==> src/rtl/hilo_result_unit.sv <==
// hilo_result_unit: owns the architectural HI/LO registers, tracks the single
// outstanding mult/div operation, selects which result source writes HI/LO,
// stalls mfhi/mflo while a result is pending, and guards the wait with a
// watchdog. Illegal accesses and watchdog expiry are reported as registered pulses.
module hilo_result_unit #(
    parameter int WIDTH   = 32,
    parameter int NSRC    = 2,
    parameter int SRC_W   = 1,
    parameter int TIMEOUT = 64
) (
    input  logic                  clk,
    input  logic                  reset,
    input  logic                  start,
    input  logic [SRC_W-1:0]      start_src,
    input  logic [NSRC*WIDTH-1:0] src_hi,
    input  logic [NSRC*WIDTH-1:0] src_lo,
    input  logic [NSRC-1:0]       src_done,
    input  logic                  mthi,
    input  logic                  mtlo,
    input  logic [WIDTH-1:0]      wr_data,
    input  logic                  rd_req,
    output logic [WIDTH-1:0]      hi,
    output logic [WIDTH-1:0]      lo,
    output logic                  busy,
    output logic                  stall,
    output logic                  illegal,
    output logic                  timeout
);

    // Every encodable source index gets a slot; slots beyond NSRC read as
    // invalid/zero so indexing by a full SRC_W-bit value is always in range.
    localparam int SRC_CNT = 2 ** SRC_W;
    // cnt only needs to reach TIMEOUT-1; with the watchdog off it just wraps.
    localparam int CNT_W = (TIMEOUT > 1) ? $clog2(TIMEOUT) : 1;
    localparam bit WD_EN = (TIMEOUT != 0);
    localparam logic [CNT_W-1:0] CNT_LAST = (TIMEOUT > 0) ? CNT_W'(TIMEOUT - 1) : '0;

    typedef enum logic {
        ST_IDLE = 1'b0,
        ST_WAIT = 1'b1
    } state_t;

    state_t            state_reg;
    state_t            state_next;
    logic [SRC_W-1:0]  pend_src_reg;
    logic [CNT_W-1:0]  cnt_reg;
    logic [WIDTH-1:0]  hi_reg;
    logic [WIDTH-1:0]  lo_reg;
    logic              illegal_reg;
    logic              timeout_reg;

    logic [WIDTH-1:0]  hi_arr [SRC_CNT];
    logic [WIDTH-1:0]  lo_arr [SRC_CNT];
    logic [SRC_CNT-1:0] done_arr;
    logic [SRC_CNT-1:0] src_valid;

    logic start_ok;
    logic capture;
    logic wd_fire;

    // Unpack the per-source result buses; unused index slots are tied off.
    generate
        for (genvar gi = 0; gi < SRC_CNT; gi++) begin : g_src
            if (gi < NSRC) begin : g_used
                assign hi_arr[gi]    = src_hi[gi*WIDTH +: WIDTH];
                assign lo_arr[gi]    = src_lo[gi*WIDTH +: WIDTH];
                assign done_arr[gi]  = src_done[gi];
                assign src_valid[gi] = 1'b1;
            end else begin : g_unused
                assign hi_arr[gi]    = '0;
                assign lo_arr[gi]    = '0;
                assign done_arr[gi]  = 1'b0;
                assign src_valid[gi] = 1'b0;
            end
        end
    endgenerate

    assign start_ok = start & src_valid[start_src];
    // Only the done of the source we are waiting on completes the operation.
    assign capture  = (state_reg == ST_WAIT) & done_arr[pend_src_reg];
    // A done in the same cycle beats the watchdog.
    assign wd_fire  = WD_EN & (state_reg == ST_WAIT) & ~capture & (cnt_reg == CNT_LAST);

    // State register.
    always_ff @(posedge clk) begin
        if (reset) begin
            state_reg <= ST_IDLE;
        end else begin
            state_reg <= state_next;
        end
    end

    // Next-state logic: launch on a legal start, return on capture or watchdog.
    always_comb begin
        state_next = state_reg;
        case (state_reg)
            ST_IDLE: if (start_ok) state_next = ST_WAIT;
            ST_WAIT: if (capture || wd_fire) state_next = ST_IDLE;
            default: state_next = ST_IDLE;
        endcase
    end

    // Outputs: busy follows the state; stall is the combinational read hazard.
    always_comb begin
        busy  = (state_reg == ST_WAIT);
        stall = rd_req & (state_reg == ST_WAIT);
    end

    // HI/LO, pending source, watchdog counter and event pulses.
    always_ff @(posedge clk) begin
        if (reset) begin
            hi_reg       <= '0;
            lo_reg       <= '0;
            pend_src_reg <= '0;
            cnt_reg      <= '0;
            illegal_reg  <= 1'b0;
            timeout_reg  <= 1'b0;
        end else begin
            if (state_reg == ST_IDLE) begin
                if (mthi) hi_reg <= wr_data;
                if (mtlo) lo_reg <= wr_data;
                if (start_ok) begin
                    pend_src_reg <= start_src;
                    cnt_reg      <= '0;
                end
            end else begin
                if (capture) begin
                    hi_reg <= hi_arr[pend_src_reg];
                    lo_reg <= lo_arr[pend_src_reg];
                end else begin
                    cnt_reg <= cnt_reg + 1'b1;
                end
            end
            // In WAIT any start or move-to is refused; in IDLE only an
            // out-of-range start is.
            illegal_reg <= (state_reg == ST_IDLE) ? (start & ~start_ok)
                                                  : (start | mthi | mtlo);
            timeout_reg <= wd_fire;
        end
    end

    assign hi      = hi_reg;
    assign lo      = lo_reg;
    assign illegal = illegal_reg;
    assign timeout = timeout_reg;

endmodule

==> config.mk <==
export PLATFORM = sky130hd
export DESIGN_NAME = hilo_result_unit
export DESIGN_NICKNAME = d
export VERILOG_FILES = /design/src/rtl/hilo_result_unit.sv
export SDC_FILE = /design/constraint.sdc
export NUM_CORES = 1
export LEC_CHECK = 0
export CORE_MARGIN = 2
export CORE_UTILIZATION = 35
export DETAILED_ROUTE_END_ITERATION = 8
export PLACE_DENSITY = 0.81
export SYNTH_ARGS = -nofsm -noshare
export SYNTH_HDL_FRONTEND = slang
export SYNTH_SLANG_ARGS = --single-unit
==> constraint.sdc <==
create_clock -name clk -period 1.85 [get_ports clk]
set_clock_uncertainty 0.05 [all_clocks]
set_input_delay 0.4625 -clock clk [delete_from_list [all_inputs] [get_ports clk]]
set_output_delay 0.4625 -clock clk [all_outputs]
set_load 0.02 [all_outputs]
==> results.toml, run 1 <==
[flow_run]
drv_cap = 0

[die]
dieArea_sq_mm = 0.0134
die_h_um = 116
core.rowCount = 40
io_pins = 237
coreArea_sq_mm = 0.0121
start_util = 0.361
chipWidth_um = 116

[sta]
fin_crit_sh = 0.976
setup_viol = 0
tightest_slew_ps = 401
rsz0062_at_grt = "no"
min_period_ps = 1810
slew_violations = 0
slew_headroom = 0.730
hold_viol_final = 0
clock.fmax_ghz = 0.554
fin_ws_ps = 45.0

[clock_network]
cts_sinks = 74
cts_root_buffer = "clkbuf_16"
htreeDepth = 3
cts_setup_buffers = 0
clk_latency_ps = 320
cts-buffers-inserted = 9
cts_hold_buf = 0
cts_tree = "built"
clk_pin_slew_ps = 60
cts_buffer_depth = 2

[yosys]
syn-num-nets = 612
netlist_instances = 442
synth_cell_types = 34
yosysTopAreaCell = "dfxtp_1"
syn_avg_cell_area_sq_um = 9.88
ys.warnings.count = 0
synth.area.top_cells = "dfxtp_1 (34%), mux2_2 (17%), mux2i_1 (15%), nand2b_1 (9.3%), o21ai_0 (7.3%)"
syn-cell-area_sq_mm = 0.00437
synth-main-ff-cell = "dfxtp_1"
synth-edff-count = 0
synth.top_cell.area_share = 0.339
synth_async_sr_flop_share = 0
ys_seq_area_frac = 0.339
synth-seq-cells = 74

[critical_path]
crit_type = "flip-flop to output pin"
cp-end-kind = "output pin"
cp_slowest_cell = "clkdlybuf4s50_1"
cp.depth = 1
cp.required_ps = 1340
cp-start-kind = "flip-flop"
crit_chain = "clkdlybuf4s50_1"
slowest_delay_ps = 630
worstPathArrival_ps = 1290
cp_top_family = "buffers and inverters"
worst-path-max-fanout = 2
path_buf_inv = 1
r2r_cells = 4

[route]
vias = 4150
wl_per_cell_um = 16.6
first_pass_iters = 4
drt_wl_total_um = 14000
ant_nets = 0
viasPerCell = 4.92
drt-initial-drc-count = 177
drc = 0

[place]
portBuffers = 236
gp_congestion = 0.834
hpwl_um = 10800
post-place-ws_ps = -276
place_inst = 827

[final_layout]
area_growth_pct = 68.9
final_common_cell = "clkdlybuf4s50_1"
drive_gt1_frac = 0.156
fin_nets = 840
fin_cells = 843
final_cell_mix = "clkdlybuf4s50_1 (228), dfxtp_1 (72), nand2b_1 (65), mux2i_1 (65)"
n_fill_cell = 1029
antenna_cells = 0

[global_route]
grt_util_all_layers = 0.205
grt_pass1_wl_um = 21600
grt_remaining_overflow = 0
grt_pass1_vias = 4403
antenna_found_initial = 0
grt_max_degree = 51

[min_path]
hold_path_depth = 2
hold_path.class = "primary input to flip-flop"

[power]
ir_drop_v = 0.000540
leakagePower_nw = 3.03
p_per_area_mw_per_mm2 = 761

[outcome]
status = "complete, no violations"
[layer usage]
metal  vias up  track usage  wire length, um
met5         -            0                0
met2       148        0.381             7320
li1       2037            -                -
met4         0       0.0659              231
met3        18       0.0554              918
met1      1947        0.225             5490
[logic make-up (layout without fill, tap and decap cells)]
kind of cell,after synthesis,count (layout),share of synthesized area
fa+ha+maj,1,1,0.00286
simple gates,88,88,0.122
mux,132,132,0.328
buf+inv,38,271,0.0410
compound gates,109,109,0.167
flops,74,74,0.339
[stage by stage]
stage | area, sq um | TNS (ps) | power (mW) | hold slack (ps) | utilization
2_1_floorplan | 4370 | 0 | 2.59 | 398 | -
3_3_place_gp | 6980 | -7580 | 3.39 | 410 | 0.576
3_5_place_dp | 6980 | -10560 | 3.43 | 417 | 0.576
4_1_cts | 7370 | 0 | 5.67 | 401 | 0.608
5_1_grt | 7380 | 0 | 5.86 | 434 | 0.609
6_report | 7380 | 0 | 5.61 | 411 | 0.609
[cell usage after synthesis (2+ instances only)]
cell type	n
o21ai_0	64
a21oi_1	3
mux2_2	64
nor3_1	2
mux2i_1	65
inv_1	2
buf_4	7
nor4_1	2
mux2i_4	2
nand4_1	2
buf_1	2
buf_2	8
o21ba_1	32
nor2_1	2
nand2b_1	65
nor2b_1	2
o211ai_1	3
dfxtp_1	74
nand3_1	3
nand2_1	5
a21boi_1	2
clkbuf_1	19
[final cells by class]
class                   count  area (sq um)  share of cell area
multi-input cells         330          2710               0.367
clock buffers              12           267              0.0361
clock inverters             4           120              0.0163
flip-flops and latches     74          1480               0.201
inverters                   2          7.51             0.00102
well taps                 168           210              0.0285
repair buffers            253          2580               0.350
[report_power, final]
| group | total (mW) | switching [mW] | internal [mW] |
|---|---|---|---|
| combinational | 1.57 | 0.654 | 0.912 |
| sequential | 1.82 | 0.0804 | 1.74 |
| clock | 2.22 | 0.659 | 1.57 |
| total | 5.61 | 1.39 | 4.22 |
[timing repair]
item	4_1_cts	5_1_grt
endpoints found under the hold margin	0	0
cloned	0	0
resized for setup	2	7
endpoints found under the setup margin	1	7
pin swaps	0	0
[final timing paths]
| check | startpoint | to | slack (ps) |
|---|---|---|---|
| max | lo[29] | lo[29] | 40 |
| min | reset | pend_src_reg | 410 |
| max reg2reg | pend_src_reg | hi[10] | 150 |
| min reg2reg | hi[3] | hi[3] | 420 |
(Power assumes the default switching activity.)
==> inputs of run 2 (changes only) <==
Settings changed: CAP_MARGIN from default to 20.
==> results of run 2 <==
Same layout as run 1: the final DEF is identical, and so are final timing and power.
